### src/rtl/operand_issue.sv
// Issue stage in front of the 16-bit ALU: register file read with writeback bypass,
// per-register pending scoreboard for RAW/WAW hazards, and a registered operand bundle.
module operand_issue #(
    parameter int NREGS = 8,
    parameter int WIDTH = 16
) (
    input  logic             clk,
    input  logic             rst_n,
    input  logic             in_valid,
    output logic             in_ready,
    input  logic [4:0]       in_op,
    input  logic [2:0]       in_dst,
    input  logic [2:0]       in_srca,
    input  logic [2:0]       in_srcb,
    input  logic             in_imm_en,
    input  logic [WIDTH-1:0] in_imm,
    output logic             out_valid,
    input  logic             out_ready,
    output logic [WIDTH-1:0] out_a,
    output logic [WIDTH-1:0] out_b,
    output logic [4:0]       out_op,
    output logic [2:0]       out_dst,
    output logic             out_err,
    input  logic             wb_valid,
    input  logic [2:0]       wb_dst,
    input  logic [WIDTH-1:0] wb_data
);
    localparam logic [4:0] OP_DIV = 5'b00111;
    localparam logic [4:0] OP_MOD = 5'b01001;
    localparam logic [4:0] OP_LDI = 5'b01010;

    logic [WIDTH-1:0] rf [NREGS];
    logic [NREGS-1:0] pend;
    logic [NREGS-1:0] pend_nxt;

    logic             wb_hit_a;
    logic             wb_hit_b;
    logic             wb_hit_d;
    logic [WIDTH-1:0] opa;
    logic [WIDTH-1:0] opb;
    logic             op_legal;
    logic             err;
    logic             hazard;
    logic             accept;

    // Handshakes: a transfer happens on a rising edge where valid && ready are both high;
    // ready never depends on valid, and an offered bundle is held stable until taken.
    assign wb_hit_a = wb_valid && (wb_dst == in_srca);
    assign wb_hit_b = wb_valid && (wb_dst == in_srcb);
    assign wb_hit_d = wb_valid && (wb_dst == in_dst);

    assign opa = wb_hit_a ? wb_data : rf[in_srca];
    assign opb = in_imm_en ? in_imm : (wb_hit_b ? wb_data : rf[in_srcb]);

    // A source being written back this cycle is not a hazard: it is bypassed.
    assign hazard = ((in_op != OP_LDI) && pend[in_srca] && !wb_hit_a) ||
                    (!in_imm_en && pend[in_srcb] && !wb_hit_b) ||
                    (pend[in_dst] && !wb_hit_d);

    assign in_ready = (!out_valid || out_ready) && !hazard;
    assign accept   = in_valid && in_ready;

    always_comb begin
        op_legal = 1'b0;
        case (in_op) inside
            [5'd0:5'd5], [5'd7:5'd10], [5'd12:5'd17]: op_legal = 1'b1;
            default: op_legal = 1'b0;
        endcase
    end

    assign err = !op_legal || (((in_op == OP_DIV) || (in_op == OP_MOD)) && (opb == '0));

    // Clear before set so an issue to the register being written back stays pending.
    always_comb begin
        pend_nxt = pend;
        if (wb_valid) pend_nxt[wb_dst] = 1'b0;
        if (accept)   pend_nxt[in_dst] = 1'b1;
    end

    always_ff @(posedge clk or negedge rst_n) begin
        if (!rst_n) begin
            for (int i = 0; i < NREGS; i++) rf[i] <= '0;
        end else if (wb_valid) begin
            rf[wb_dst] <= wb_data;
        end
    end

    always_ff @(posedge clk or negedge rst_n) begin
        if (!rst_n) pend <= '0;
        else        pend <= pend_nxt;
    end

    always_ff @(posedge clk or negedge rst_n) begin
        if (!rst_n) begin
            out_valid <= 1'b0;
            out_a     <= '0;
            out_b     <= '0;
            out_op    <= '0;
            out_dst   <= '0;
            out_err   <= 1'b0;
        end else if (accept) begin
            out_valid <= 1'b1;
            out_a     <= opa;
            out_b     <= opb;
            out_op    <= in_op;
            out_dst   <= in_dst;
            out_err   <= err;
        end else if (out_ready) begin
            out_valid <= 1'b0;
        end
    end
endmodule
### config.mk
export PLATFORM = sky130hd
export DESIGN_NAME = operand_issue
export DESIGN_NICKNAME = d
export VERILOG_FILES = /design/src/rtl/operand_issue.sv
export SDC_FILE = /design/constraint.sdc
export NUM_CORES = 1
export LEC_CHECK = 0
export ABC_CLOCK_PERIOD_IN_PS = 2400
export BUFFER_PORTS_ARGS = -buffer_cell sky130_fd_sc_hd__buf_2
export CAP_MARGIN = 20
export CORE_ASPECT_RATIO = 1.25
export CORE_UTILIZATION = 30
export DETAILED_ROUTE_END_ITERATION = 8
export SLEW_MARGIN = 20
export SYNTH_ARGS = -nofsm -noshare
export SYNTH_HDL_FRONTEND = slang
export SYNTH_SLANG_ARGS = --single-unit
### constraint.sdc
create_clock -name clk -period 2.4 [get_ports clk]
set_input_delay 0.36 -clock clk [delete_from_list [all_inputs] [get_ports clk]]
set_output_delay 0.36 -clock clk [all_outputs]
set_load 0.05 [all_outputs]
# Word level (Yosys, flattened, before mapping)
# Index checks and enable logic that the tools add are counted.
[totals]
ff_bits = 178
input_bits = 55
out_inout_bits = 43
word_cells = 102
[classes]
n_lt_le_gt_ge = 16
n_eq_ne = 6
muxes = 27
bitwise = 6
reduce_logical = 32
[ops]
columns = ["op", "count"]
rows = [
  ["bitwise mux 128 bit", 1],
  ["2-to-1 mux 16 bit", 8],
  ["binary-select mux 16 bit (select 3 bit)", 2],
  ["demux 16 bit (select 3 bit)", 1],
  ["logical AND 1 bit", 17],
  ["logical NOT 16 bit", 1],
  ["< comparator 3 x 4 -> 1 bit (second input constant)", 4],
  ["2-to-1 mux 8 bit", 2],
  ["greater-or-equal comparator 4 bit (second input constant)", 3],
  ["inverter 3 -> 4 bit", 3],
  ["binary-select mux 1 bit (select 3 bit)", 3],
  ["equality test 3 bit", 3],
  ["bitwise AND 8 bit", 1],
  ["2-to-1 mux 1 bit", 8],
  ["inverter 8 bit", 1],
  ["OR 8 bit", 1],
  ["logical NOT 1 bit", 7],
  ["demux 1 bit (select 3 bit)", 2],
  ["greater-or-equal comparator 3 x 1 -> 1 bit (second input constant)", 2],
  ["equality test 5 x 3 -> 1 bit (second input constant)", 1],
  ["equality test 5 x 4 -> 1 bit (second input constant)", 1],
  ["greater-or-equal comparator 5 x 1 -> 1 bit (second input constant)", 1],
  ["greater-or-equal comparator 5 x 3 -> 1 bit (second input constant)", 1],
  ["greater-or-equal comparator 5 x 4 -> 1 bit (second input constant)", 1],
  ["8 further kinds", 12],
]

# Depth between registers and ports, before layout
[depth]
depth_word = 10
mapped_depth = 10
depth_no_buf = 7

# Worst setup path after synthesis
# Ideal clock, no wire load.
[synth_path]
path_type = "input to register"
startpoint = "input in_dst[0]"
endpoint = "register out_b[0]"
setup_ps = 125
arrival_ps = 2946
t_required_ps = 2275
setup_slack_ps = -671
stages = 9
path_buffers = 3
path_cell_list = "clkbuf_1 -> mux4_2 -> o41ai_1 -> mux2i_1 -> nor3_2 -> nand2_1 -> buf_4 -> buf_6 -> mux2_4"
[synth_between]
elab_chain_cells = 8
elab_cells_between_ends = 10
cone_classes = "1 x eq/ne; 2 x mux; 7 x reduce/logical"
[synth_rtl]
columns = ["item", "line_no", "rtl"]
rows = [
  ["start: declaration", "12", "input logic [2:0] in_dst,"],
  ["parallel branches: the longest is 3 deep, another holds binary-select mux 1 bit (select 3 bit)", "n/a", ""],
  ["logical AND 1 bit (*)", "58", "(pend[in_dst] && !wb_hit_d);"],
  ["logical OR 1 bit (*)", "57", "(!in_imm_en && pend[in_srcb] && !wb_hit_b) ||"],
  ["logical NOT 1 bit (*)", "60", "assign in_ready = (!out_valid || out_ready) && !hazard;"],
  ["logical AND 1 bit (*)", "60", ""],
  ["net in_ready", "10", "output logic in_ready,"],
  ["logical AND 1 bit (*)", "61", "assign accept = in_valid && in_ready;"],
  ["end signal: assignment", "104", "out_b <= opb;"],
  ["end: declaration", "20", "output logic [WIDTH-1:0] out_b,"],
]
# Mark *: on every way through the listed nets, which the timed path passes. The select of a mux whose other input is x is not followed.
# A chain may end at the register's enable or synchronous reset.

# Final worst setup path
[layout_path]
startpoint = "register pend[6]"
endpoint = "output in_ready"
[layout_between]
elab_chain_cells = 8
elab_cells_between_ends = 15
cone_classes = "6 x mux; 9 x reduce/logical"
[layout_rtl]
columns = ["item", "line_no", "rtl"]
rows = [
  ["start: declaration", "33", "logic [NREGS-1:0] pend;"],
  ["start signal: assignment", "90", "else pend <= pend_nxt;"],
  ["binary-select mux 1 bit (select 3 bit), on equally long branches", "56, 57", ""],
  ["2-to-1 mux 1 bit, on equally long branches", "56, 57", ""],
  ["logical AND 1 bit, on equally long branches (2 in series)", "56, 57", ""],
  ["logical OR 1 bit", "56", "assign hazard = ((in_op != OP_LDI) && pend[in_srca] && !wb_hit_a) ||"],
  ["logical OR 1 bit (*)", "57", ""],
  ["logical NOT 1 bit (*)", "60", ""],
  ["logical AND 1 bit (*)", "60", ""],
  ["end: declaration", "10", ""],
]
# Mark *: on every way between the ends. The rest lies on a longest branch, timed or not. The select of a mux whose other input is x is not followed.

==> impl_metrics.tcl <==
set metrics [dict create \
    status "complete, but fails checks" \
    violations "setup timing" \
    max_freq_mhz 403 \
    synth-seq-cells 178 \
    core_area_um2 31000 \
    top_layer "met5" \
    num_antenna_cells 0 \
    nets 893 \
    clock_skew_ps 10.4 \
    clk_latency_ps 440 \
    wl_per_cell_um 21.5 \
    gp_congestion 0.839 \
    cp_max_fo 4 \
    hp-start "in_op[2]" \
    hold_path.class "in2reg" \
    io_pins 98 \
    ys_top_cells_by_count "dfrtp_1 (178), mux2_2 (130), mux4_2 (70)" \
    worst_ep_required_time_ps 2040 \
    hold-path-cell-count 2 \
    slew_headroom_pct 62.4 \
    power_mw 12.2 \
    initial_utilization_pct 30.6 \
    ys_seq_area_share_pct 47.0 \
    end_kind "primary output" \
    clock-sinks 178 \
    drtAntennaViolNets 0 \
    ir_drop_v 0.000694 \
    antenna_found_initial 7 \
    rrSetupSlack_ps -70 \
    p_per_area_nw_per_um2 1030 \
    wl_met3_mm 1.56 \
    wl_met1_mm 11.4 \
    routed_via_density 5.32 \
    final_max_slew_viol_count 0 \
    cts-htree-levels 4 \
    maxCapViolCount 0 \
    track_usage_pct 17.0 \
    drive_gt1_share_pct 53.9 \
    timing.rr.start "pend[6]" \
    synth_area_um2 9470 \
    synth_top_area_cell "dfrtp_1" \
    hold_end "out_op[2]" \
    overflow 0 \
    syn2layout_area_growth_pct 25.0 \
    rsz0062_at_grt "true" \
    die_h_um 201 \
    grt_pass1_vias 6621 \
    grt_max_degree 57 \
    synth_area_leaders "dfrtp_1 (47%), mux4_2 (17%), mux2_2 (15%)" \
    cp_data_arrival_time_ps 2120 \
    routed-via-count 6693 \
    met2WireLength_mm 13.3 \
    portBuffers 97 \
    crit_type "reg2out" \
    p_leak_nw 5.16 \
    reg2reg_depth 10 \
    cts_max_path_buffers 2 \
    period_minus_slack_ps 2480 \
    dp_hpwl_mm 18.3 \
    r2r_end "pend[6]" \
    drt-pass1-iter-count 5 \
    synth_edf_count 0 \
    yosys_warnings 0 \
    cts_made_buffers 17 \
    startpoint_type "flop" \
    finalWorstSetupSlack_ps -80.6 \
    cts_tree "yes" \
    netlist_instances 710 \
    tightest_slew_ps 564 \
    clk_pin_slew_ps 70 \
    avgSynthCellArea_um2 13.3 \
    synthArstFlopShare_pct 100 \
    drc_errors 0 \
    rows 72 \
    drt-initial-drc-count 383 \
    hold_violations 0 \
    worst_hold_slack_ps 188 \
    finalWirelength_mm 27.1 \
    synth_nets 765 \
    synth_most_common_cell "dfrtp_1" \
    finalCritPeriodShare_pct 103 \
    ys.flop_type "dfrtp_1" \
    die_width_um 161 \
    cts-root-buf "clkbuf_16" \
    synth_cell_types 42 \
    grt_pass1_wl_mm 41.1 \
    setup_violations 28 \
    die_area_um2 32300 \
    synth_top_area_share_pct 47.0 \
]
==> power by group <==
| group | internal, mW | switching, mW | total [mW] |
|---|---|---|---|
| logic | 2.27 | 2.65 | 4.92 |
| clock network | 1.55 | 1.22 | 2.77 |
| registers | 3.88 | 0.663 | 4.54 |
==> worst max-delay path: stages (launching register included) <==
cell and delay, ps:
dfrtp_1 430, mux4_2 480, mux2_4 290, o311a_4 140, nor3_4 170, buf_8 180
==> cells by family after synthesis <==
logic type / share of synthesized area (%)
AOI/OAI and AO/OA: 5.75
xor gates and xnor gates: 0.740
buffers and inverters: 3.46
DFF: 47.0
muxes: 36.9
and+or+nand+nor: 6.15
==> routing by layer <==
metal  vias up  GRT usage, %
met5         -             0
met3        49          4.01
met2       218          27.5
li1       2913             -
met4        14          6.17
met1      3499          22.0
==> cells in the final DEF, fill, tap and decap left out, types with 13 or more instances in the layout <==
cell type | Yosys | layout
a211oi_1 | 13 | 13
buf_2 | 9 | 95
buf_4 | 1 | 58
clkbuf_16 | 0 | 21
dfrtp_1 | 178 | 178
mux2_2 | 130 | 129
mux2_4 | 10 | 20
mux2i_1 | 19 | 18
mux4_2 | 70 | 70
nand2_1 | 65 | 52
nor2_1 | 18 | 17
nor2b_1 | 13 | 13
o21ai_0 | 25 | 23
o21ai_1 | 16 | 15
o31ai_1 | 16 | 15
==> sequential cells by signal (all words and copies together), names as in the netlist <==
| signal | cells |
|---|---|
| out_valid | 1 |
| rf | 128 |
| pend | 8 |
| out_a | 16 |
| out_err | 1 |
| out_op | 5 |
| out_dst | 3 |
| out_b | 16 |
==> final cells by class <==
type	instances	area (µm²)
fillers	2958	19100
multi-input cells	455	4880
flip-flops and latches	178	4450
repair buffers	179	1390
well taps	407	509
clock buffers	23	488
clock inverters	9	97.6
inverters	7	26.3
==> metrics by stage <==
step           cell area, µm²  setup slack, ps  setup TNS [ps]  utilization (%)  instances
3_5_place_dp            10900             -317           -3520             35.1       1215
3_3_place_gp            10900             -320           -2790             35.1       1215
6_report                11800            -80.6           -1140             38.2       1258
4_1_cts                 11500            -76.1           -76.1             37.1       1249
5_1_grt                 11800             -173           -4670             38.2       1258
2_1_floorplan            9510             -365          -12420                -        710
==> repair_timing <==
action	in CTS	in global routing
setup buffers	2	5
hold endpoints to repair	52	0
setup endpoints to repair	1	32
gates resized for setup	5	51
gates cloned	0	4
pin swaps	1	7
hold buffers	1	0
==> worst max path at each step <==
stage / start / endpoint / slack [ps]
finish: pend[6] / in_ready / -80
global route: pend[6] / in_ready / -170
CTS: pend[6] / in_ready / -80
detailed placement: in_srcb[0] / out_err / -320
global placement: in_srcb[0] / out_err / -320
floorplan: in_srca[2] / out_b[10] / -360
(Power assumes the default switching activity.)
